File: config.mk
export PLATFORM = sky130hd
export DESIGN_NAME = intr_req_ctrl
export DESIGN_NICKNAME = d
export VERILOG_FILES = /design/src/rtl/intr_req_ctrl.sv
export SDC_FILE = /design/constraint.sdc
export NUM_CORES = 1
export LEC_CHECK = 0
export ABC_AREA = 0
export BUFFER_PORTS_ARGS = -buffer_cell sky130_fd_sc_hd__buf_2
export CORE_MARGIN = 5
export CORE_UTILIZATION = 52
export CTS_CLUSTER_SIZE = 25
export DETAILED_ROUTE_END_ITERATION = 12
export GPL_TIMING_DRIVEN = 0
export PLACE_DENSITY = 0.88
export SYNTH_ARGS = -nofsm -noshare
export SYNTH_HDL_FRONTEND = slang
export SYNTH_SLANG_ARGS = --single-unit
export TNS_END_PERCENT = 1
File: constraint.sdc
create_clock -name clk -period 2 [get_ports clk]
set_input_delay 0.1 -clock clk [delete_from_list [all_inputs] [get_ports clk]]
set_output_delay 0.1 -clock clk [all_outputs]
set_load 0.02 [all_outputs]
File: src/rtl/intr_req_ctrl.sv
// Interrupt request front end: synchronises and latches 8 request lines, masks them for the
// downstream priority encoder, and runs the IEN-gated CPU request/acknowledge handshake.
module intr_req_ctrl #(
   parameter int N      = 8,
   parameter int CODE_W = 3,
   parameter bit EDGE   = 1'b1
) (
   input  logic              clk,
   input  logic              rst_n,
   input  logic [N-1:0]      irq_in,
   input  logic              mask_we,
   input  logic [N-1:0]      mask_wdata,
   input  logic              ien_set,
   input  logic              ien_clr,
   input  logic              ack,
   input  logic [CODE_W-1:0] enc_code,
   output logic [N-1:0]      req_vec,
   output logic              int_req,
   output logic [CODE_W-1:0] vec_q,
   output logic [N-1:0]      pend_q,
   output logic [N-1:0]      mask_q,
   output logic              ien_q
);

   typedef enum logic {IDLE = 1'b0, REQ = 1'b1} state_t;

   state_t            state_q;
   logic              int_req_q;
   logic [N-1:0]      s1_q, s2_q, s3_q;
   logic [N-1:0]      set_vec, clr_vec, pend_d;
   logic              accept;
   logic              ien_d;

   assign req_vec = pend_q & ~mask_q;
   assign int_req = int_req_q;
   assign accept  = (state_q == REQ) && ack;
   assign set_vec = EDGE ? (s2_q & ~s3_q) : s2_q;

   // The clear is applied before the set so a fresh event on the retired bit survives.
   always_comb begin
      clr_vec = '0;
      if (accept) clr_vec = {{(N-1){1'b0}}, 1'b1} << enc_code;
      pend_d = (pend_q & ~clr_vec) | set_vec;
   end

   always_comb begin
      ien_d = ien_q;
      if (accept || ien_clr) ien_d = 1'b0;
      else if (ien_set)      ien_d = 1'b1;
   end

   always_ff @(posedge clk or negedge rst_n) begin
      if (!rst_n) begin
         s1_q   <= '0;
         s2_q   <= '0;
         s3_q   <= '0;
         pend_q <= '0;
         mask_q <= '0;
         ien_q  <= 1'b0;
      end else begin
         s1_q   <= irq_in;
         s2_q   <= s1_q;
         s3_q   <= s2_q;
         pend_q <= pend_d;
         ien_q  <= ien_d;
         if (mask_we) mask_q <= mask_wdata;
      end
   end

   // Request FSM; int_req is registered alongside the state.
   always_ff @(posedge clk or negedge rst_n) begin
      if (!rst_n) begin
         state_q   <= IDLE;
         int_req_q <= 1'b0;
         vec_q     <= '0;
      end else begin
         case (state_q)
            IDLE: begin
               if (ien_q && (|req_vec)) begin
                  state_q   <= REQ;
                  int_req_q <= 1'b1;
               end
            end
            REQ: begin
               if (ack) begin
                  state_q   <= IDLE;
                  int_req_q <= 1'b0;
                  vec_q     <= enc_code;
               end else if (!(|req_vec) || !ien_q) begin
                  state_q   <= IDLE;
                  int_req_q <= 1'b0;
               end
            end
            default: begin
               state_q   <= IDLE;
               int_req_q <= 1'b0;
            end
         endcase
      end
   end

endmodule

# --- After elaboration in Yosys (flattened, before gate mapping) ---
# Cells that the tools add are included.
# W data, S select, Z words.
totals:
  ff_bits: 46
  inputBits: 25
classes:
  n_eq_ne: 2
  n_shift: 1
  n_mux: 11
  bitwise: 8
  n_reduce_logical: 10
op_table:
  columns: ["cell", "count"]
  rows:
  - ["$and A8 B8 Y8", 3]
  - ["$not A8 Y8", 3]
  - ["$mux W1", 8]
  - ["$mux W8", 1]
  - ["$or A8 B8 Y8", 1]
  - ["$reduce_or A8 Y1", 1]
  - ["$shl A1 B3 Y8 const A", 1]
  - ["$pmux W1 S2", 2]
  - ["$reduce_and A2 Y1", 2]
  - ["$ne A3 B2 Y1 const B", 1]
  - ["$logic_and A1 B1 Y1", 2]
  - ["$logic_not A1 Y1", 2]
  - ["$logic_or A1 B1 Y1", 2]
  - ["$ne A2 B2 Y1 const B", 1]
  - ["$reduce_bool A2 Y1", 1]
  - ["$not A1 Y1", 1]

# --- Longest topological paths before layout ---
# Gate-level depths: netlist (run 1).
depth:
  depth_word: 8
  depth_mapped: 4

# --- Worst setup path before layout (run 1) ---
# OpenSTA, ideal clock, no wires.
synth_timing:
  kind: "register -> register"
  startpoint: "register pend_q[5]"
  endpoint: "register int_req_q (netlist: int_req)"
  t_arrival_ns: 1.258
  required_ns: 1.924
  slack_ns: 0.665
  stages_incl_launch_ff: 5
  n_path_buf: 0
  period_less_slack_ns: 1.335
  path_cell_list: "dfrtp_1 -> nor2b_2 -> nor4_2 -> a221o_1 -> o21ai_1"
synth_between:
  elab_chain_cells: 6
  word_cells_on_any_way: 8
  cone_classes: "eq/ne: 2; bitwise: 1; reduce/logical: 5"
synth_rtl:
  columns: ["element", "line_no", "source"]
  rows:
  - ["start: declaration", "20", "output logic [N-1:0] pend_q,"]
  - ["start signal: assignment", "64", "pend_q <= pend_d;"]
  - ["$and A8 B8 Y8 (*)", "34", "assign req_vec = pend_q & ~mask_q;"]
  - ["named net req_vec[5]", "17", "output logic [N-1:0] req_vec,"]
  - ["$reduce_or A8 Y1 (*)", "79, 89", null]
  - ["$logic_not A1 Y1", "89", "end else if (!(|req_vec) || !ien_q) begin"]
  - ["$logic_or A1 B1 Y1", "89", null]
  - ["$ne A3 B2 Y1 (no line)", null, null]
  - ["$reduce_and A2 Y1 (no line) (*)", null, null]
  - ["end signal: assignment", "87", "int_req_q <= 1'b0;"]
  - ["end signal: assignment", "91", "int_req_q <= 1'b0;"]
  - ["end signal: assignment", "96", "int_req_q <= 1'b0;"]
  - ["end: declaration", "28", "logic int_req_q;"]
# The timed path passes the listed nets; every way through them passes the cells marked *.
# A chain may end at the register's enable or synchronous reset.

# --- Worst setup path after layout (run 1) ---
layout_timing:
  startpoint: "register pend_q[5]"
  endpoint: "register int_req_q (netlist: int_req)"
layout_between:
  elab_chain_cells: 6
  word_cells_on_any_way: 8
  cone_classes: "eq/ne: 2; bitwise: 1; reduce/logical: 5"
layout_rtl:
  columns: ["element", "line_no"]
  rows:
  - ["$and A8 B8 Y8 (*)", "34"]
  - ["$reduce_or A8 Y1 (*)", "79, 89"]
  - ["$logic_not A1 Y1", "89"]
  - ["$logic_or A1 B1 Y1", "89"]
  - ["$ne A3 B2 Y1 (no line)", null]
  - ["$reduce_and A2 Y1 (no line) (*)", null]
# Mark *: on every way between the ends. The rest lies on a longest branch, timed or not.

==> results of run 1 <==
power by group through the flow:
stage | combinational, mW | sequential, mW | clock (mW)
floorplan | 0.119 | 1.11 | 0
global placement | 0.288 | 1.05 | 0
detailed placement | 0.296 | 1.06 | 0
CTS | 0.326 | 1.04 | 0.710
global route | 0.354 | 1.05 | 0.753
finish | 0.328 | 1.04 | 0.698
final cells by class:
cell class,instances,area (sq um),share of cell area (%)
flip-flops and latches,46,1150,52.7
repair buffers,70,440,20.1
multi-input cells,51,399,18.3
clock inverters,2,60.1,2.75
clock buffers,6,51.3,2.35
well taps,33,41.3,1.89
inverters,10,37.5,1.72
plain buffers,1,5.00,0.229
worst register-to-register path: stages, from the launching register on:
cell and delay [ns]:
dfrtp_1 0.42, nor2b_2 0.17, nor4_2 0.36, a221o_1 0.23, o21ai_1 0.07
synthesized netlist by cell type:
master    count  share of area, %
dfrtp_1      46                72
o21ai_0      13               4.1
inv_1        10               2.4
mux2_2       10               7.1
nand2_1       4              0.94
nand2b_1      3               1.2
o21ai_1       3              0.94
and2b_1       2              0.94
and2b_4       2               1.3
nor2b_2       2               1.1
nor2b_4       2               1.7
a21oi_1       1              0.31
a221o_1       1              0.63
buf_2         1              0.31
nand2_2       1              0.39
nand3_1       1              0.31
nor2_1        1              0.24
nor4_2        1              0.79
nor4_4        1               1.3
o31ai_1       1              0.47
o31ai_2       1              0.79
or2_4         1              0.55
sequential cells by signal, indices dropped and copies added (netlist names):
register / cells
s3_q: 8
ien_q: 1
pend_q: 8
vec_q: 3
state_q: 1
mask_q: 8
s1_q: 8
s2_q: 8
int_req: 1
per-stage QoR:
stage / instance area (sq um) / power [mW] / setup WS [ns] / util [%] / instances
2_1_floorplan: 1590 / 1.23 / 0.665 / - / 108
3_3_place_gp: 1890 / 1.34 / 0.714 / 63.1 / 193
3_5_place_dp: 1890 / 1.36 / 0.701 / 63.1 / 193
4_1_cts: 2190 / 2.08 / 0.666 / 72.8 / 219
5_1_grt: 2190 / 2.16 / 0.593 / 72.8 / 219
6_report: 2190 / 2.07 / 0.642 / 72.8 / 219
path summary, 6_finish.rpt:
path,start,endpoint,slack (ns),cells after the start
min reg2reg,s1_q[5],s2_q[5],0.36,0
max in group asynchronous,rst_n,s1_q[2],0.97,2
min,ien_set,ien_q,0.03,3
min in group asynchronous,rst_n,int_req,0.43,2
max reg2reg,pend_q[5],int_req,0.64,4
max,pend_q[5],int_req,0.64,4
layer usage:
layer | global-route usage, % | wire length (microns)
met1 | 17.4 | 1250
met2 | 31.7 | 1710
met3 | 4.44 | 265
met4 | 6.99 | 49
met5 | 0 | 0
cell families after synthesis:
| kind of cell | count (synthesis) | share of synthesized area (%) |
|---|---|---|
| and+or+nand+nor | 21 | 10.8 |
| DFF | 46 | 72.3 |
| buffers and inverters | 11 | 2.67 |
| muxes | 10 | 7.07 |
| AOI/OAI and AO/OA | 20 | 7.23 |
==> reports/results.txt, run 1 <==
Unrepaired setup endpoints after global routing: no
Final RePlAce weighted congestion: 0.698
Arrival time of data at the critical path endpoint: 1.60 ns
CTS tree: yes
Final HPWL DP: 2.14 mm
Commonest non-fill, non-tap cells in the layout: buf_2, dfrtp_1, dlygate4sd3_1
Max H-tree Level: 2
Share of the cycle needed by the critical path after routing: 67.9%
Endpoint type of the worst setup path: flip-flop
Post-CTS resize count: 0
Largest net degree at the start of global routing: 47
Final Setup Violations: 0
Num ports: 54
Startpoint type of the worst setup path: flip-flop
Distinct cell type count of the synthesized netlist: 22
Critical path type: reg -> reg
Share of post-route cells with drive strength above 1: 44.1%
Number of DRC violations after detailed routing: 0
Min cycle time layout: 1.36 ns
Mapped Area: 1590 sq um
Worst slew margin: 35.2%
Number of maximum-capacitance constraint violations: 0
Placement row count: 20
Number of antenna violations at the first check in global routing: 0
Clk slew on worst S/H paths: 0.12 ns
Setup fix buffers added after clock tree synthesis: 0
Length of the first detailed-routing pass in iterations: 4
Mean number of vias per cell: 5.00
Internal power component: 1.56 mW
Cts hold-fix bufs: 18
Switching portion of total power: 24.4%
Leading cell type in the layout, fill and taps excluded: buf_2
CTS Buf Count: 5
Cell chain of the critical path: nor2b_2, nor4_2, a221o_1, o21ai_1
Outcome: completed
Global-route wire length before repair: 5.33 mm
Inserted Diodes: 0
Seq/Total Area, Yosys: 72.3%
Fraction of power consumed by combinational cells: 15.9%
Clock skew after layout: 0.00615 ns
Maximum fanout along the worst path: 3
1st-iter DRT viols: 43
Number of global-route vias before repair: 1161
Clk sinks: 46
Via count: 1096
Count of nets left with antenna violations after detail routing: 0
Area overhead of the layout relative to synthesis: 37.2%
Cell leakage power: 1.05 nW
Die Height: 65.3 microns
Port Buf Inserts: 52
Width of the die: 65.3 microns
Worst skew pair latency: 0.35 ns
Switching power of the nets: 0.505 mW
Number of filler cells placed in the layout: 185
Synthesized Nets: 133
Number of buffers on the longest clock path: 2
Sequential power share: 50.4%
Routed wire length per instance: 15.0 microns
Net total in the final layout: 210
Sum Neg Setup Slack: 0 ns
Seq cells post-synth: 46
Pwr per Cell Area: 946 nW/um^2
Library cell used as clock root buffer: clkbuf_4
Worst hold slack after final layout: 0.0341 ns
Overall global routing resource usage: 16.8%
Number of failing hold endpoints at the final stage: 0
IR drop worst, VDD: 582 uV
Area of the core: 3000 sq um
Top achievable clock speed: 0.736 GHz
Final-report max-slew violation count: 0
Worst Path Required: 2.24 ns
Measured slew at the worst slew-check pin: 0.972 ns
Type of the tightest min-delay check: in -> reg
Cell count after synthesis: 108
Total global routing overflow: 0
Starting Density: 53.0%
Post-synthesis area per instance: 14.7 sq um
Largest stage delay, worst path: 0.42 ns
Part of the total power dissipated in the clock network: 33.7%
Buffers and inverters on the worst path: 0
Library cell contributing the largest single delay on the critical path: dfrtp_1
Total die area: 4270 sq um
Detailed Route WL: 3.28 mm
Family with the most delay on the worst path: simple AND/OR/NAND/NOR gates
Number of warnings reported in the yosys synthesis log: 0
Power figures use the tool's default switching activity.
==> inputs of run 2 (changes only) <==
--- a/config.mk
+++ b/config.mk
@@ -8,11 +8,11 @@
 export ABC_AREA = 0
 export BUFFER_PORTS_ARGS = -buffer_cell sky130_fd_sc_hd__buf_2
 export CORE_MARGIN = 5
-export CORE_UTILIZATION = 52
+export CORE_UTILIZATION = 44
 export CTS_CLUSTER_SIZE = 25
 export DETAILED_ROUTE_END_ITERATION = 12
 export GPL_TIMING_DRIVEN = 0
-export PLACE_DENSITY = 0.88
+export PLACE_DENSITY = 0.8
 export SYNTH_ARGS = -nofsm -noshare
 export SYNTH_HDL_FRONTEND = slang
 export SYNTH_SLANG_ARGS = --single-unit
==> constraint.sdc (replaced) <==
create_clock -name clk -period 1.1 [get_ports clk]
set_input_delay 0.055 -clock clk [delete_from_list [all_inputs] [get_ports clk]]
set_output_delay 0.055 -clock clk [all_outputs]
set_load 0.02 [all_outputs]
==> reports/results.txt, run 2 (synthesized netlist as in run 1, its figures left out) <==
Final Setup Violations: 16 (was 0)
Measured slew at the worst slew-check pin: 0.962 ns (was 0.972 ns)
Min cycle time layout: 1.25 ns (was 1.36 ns)
Starting Density: 46.6% (was 53.0%)
Number of cells in the design after placement: 206 (was 193)
Library cell contributing the largest single delay on the critical path: dfrtp_2 (was dfrtp_1)
Library cell used as clock root buffer: clkbuf_4 (unchanged)
Clock skew after layout: 0.0147 ns (was 0.00615 ns)
Total cell area at the placement stage: 1930 sq um (was 1890 sq um)
Violations in the final reports: hold timing, setup timing
Via count: 1113 (was 1096)
Inserted Diodes: 0 (unchanged)
Share of the cycle needed by the critical path after routing: 114% (was 67.9%)
Cell chain of the critical path: and2b_4, nor4_4, a221o_1, o21ai_1 (was nor2b_2, nor4_2, a221o_1, o21ai_1)
Final-report max-slew violation count: 0 (unchanged)
Cell leakage power: 1.12 nW (was 1.05 nW)
Number of DRC violations after detailed routing: 0 (unchanged)
Buffers and inverters on the worst path: 0 (unchanged)
Max H-tree Level: 2 (unchanged)
Final HPWL DP: 2.41 mm (was 2.14 mm)
Share of post-route cells with drive strength above 1: 49.0% (was 44.1%)
Detailed Route WL: 3.70 mm (was 3.28 mm)
Non-filler instance count after layout: 238 (was 219)
Overall global routing resource usage: 16.2% (was 16.8%)
Routed wire length per instance: 15.5 microns (was 15.0 microns)
CTS tree: yes (unchanged)
CTS Buf Count: 5 (unchanged)
Sum Neg Setup Slack: -1.24 ns (was 0 ns)
Final instance area: 2370 sq um (was 2190 sq um)
Width of the die: 70.2 microns (was 65.3 microns)
Unrepaired setup endpoints after global routing: yes (was no)
Clk slew on worst S/H paths: 0.14 ns (was 0.12 ns)
Number of filler cells placed in the layout: 228 (was 185)
Register-to-Register Setup Slack: -0.15 ns (was 0.64 ns)
Arrival time of data at the critical path endpoint: 1.51 ns (was 1.60 ns)
Area overhead of the layout relative to synthesis: 48.7% (was 37.2%)
Area of the core: 3420 sq um (was 3000 sq um)
Pwr per Cell Area: 1630 nW/um^2 (was 946 nW/um^2)
Number of global-route vias before repair: 1179 (was 1161)
Worst hold slack after final layout: -0.160 ns (was 0.0341 ns)
Commonest non-fill, non-tap cells in the layout: dfrtp_1, buf_2, dlygate4sd3_1 (was buf_2, dfrtp_1, dlygate4sd3_1)
Post-layout utilization of the core: 69.3% (was 72.8%)
Largest net degree at the start of global routing: 47 (unchanged)
Maximum fanout along the worst path: 2 (was 3)
Family with the most delay on the worst path: simple AND/OR/NAND/NOR gates (unchanged)
Net total in the final layout: 216 (was 210)
Mean number of vias per cell: 4.68 (was 5.00)
Startpoint type of the worst setup path: flip-flop (unchanged)
Pre-CTS worst setup slack: -0.166 ns (was 0.701 ns)
Number of antenna violations at the first check in global routing: 0 (unchanged)
Length of the first detailed-routing pass in iterations: 4 (unchanged)
Number of buffers on the longest clock path: 2 (unchanged)
Worst slew margin: 35.9% (was 35.2%)
Port Buf Inserts: 52 (unchanged)
Total power: 3.85 mW (was 2.07 mW)
1st-iter DRT viols: 54 (was 43)
Number of maximum-capacitance constraint violations: 0 (unchanged)
Clk sinks: 46 (unchanged)
Critical path type: reg -> reg (unchanged)
Global-route wire length before repair: 6.00 mm (was 5.33 mm)
Largest stage delay, worst path: 0.44 ns (was 0.42 ns)
Endpoint type of the worst setup path: flip-flop (unchanged)
Num ports: 54 (unchanged)
Worst skew pair latency: 0.36 ns (was 0.35 ns)
Final RePlAce weighted congestion: 0.766 (was 0.698)
Worst Path Required: 1.36 ns (was 2.24 ns)
Count of nets left with antenna violations after detail routing: 0 (unchanged)
Top achievable clock speed: 0.799 GHz (was 0.736 GHz)
Total global routing overflow: 0 (unchanged)
Die Height: 70.2 microns (was 65.3 microns)
Leading cell type in the layout, fill and taps excluded: dfrtp_1 (was buf_2)
Total die area: 4920 sq um (was 4270 sq um)
Type of the tightest min-delay check: in -> async (was in -> reg)
Outcome: finished, violations left (was completed)
Number of failing hold endpoints at the final stage: 46 (was 0)
Final WS setup: -0.152 ns (was 0.642 ns)
Placement row count: 21 (was 20)
IR drop worst, VDD: 860 uV (was 582 uV)
## run 2: changes by cell type in the layout (fill, tap and decap cells not counted), moves of 5 or more
cell	previous run	this run
buf_2	53	40
dfrtp_1	46	41
o21ai_0	13	7
buf_6	0	17
o21ai_1	3	9
dfrtp_2	0	5
## run 2: layout make-up
| type | count | area [sq um] | area share [%] |
|---|---|---|---|
| multi-input combinational | 51 | 420 | 17.7 |
| sequential | 46 | 1160 | 48.9 |
| inverter | 10 | 37.5 | 1.58 |
| buffer | 1 | 5.00 | 0.211 |
| clock buffer | 5 | 37.5 | 1.58 |
| timing repair buffer | 76 | 584 | 24.7 |
| tap | 46 | 57.6 | 2.43 |
| clock inverter | 3 | 68.8 | 2.91 |
## run 2: what timing repair did
item,in CTS,in global routing
gates resized for setup,34,3
endpoints found under the hold margin,63,48
pin swaps,2,1
hold buffers,18,1
setup endpoints to repair,15,23
setup buffers,5,0
## run 2: final timing paths
| path | start | end | cells after the start |
|---|---|---|---|
| worst max register to register | pend_q[1] | int_req | 4 |
| worst max-delay path | pend_q[1] | int_req | 4 |
| worst min register to register | s1_q[6] | s2_q[6] | 0 |
| min in group clk | enc_code[0] | pend_q[0] | 3 |
| max in group asynchronous | rst_n | mask_q[3] | 1 |
| worst min-delay path | rst_n | pend_q[0] | 1 |
## run 2: power by group
group          switching (mW)  internal (mW)  total (mW)
clock                   0.532          0.711        1.24
sequential             0.0793           1.82        1.90
combinational           0.372          0.339       0.712
## run 2: per-layer routing
metal / part of all wire, % / vias up / track usage (%) / routed length, microns
li1: - / 526 / - / -
met1: 35 / 535 / 16.7 / 1310
met2: 56 / 46 / 28.5 / 2060
met3: 7.0 / 6 / 6.03 / 259
met4: 2.1 / 0 / 8.09 / 78
met5: 0 / - / 0 / 0
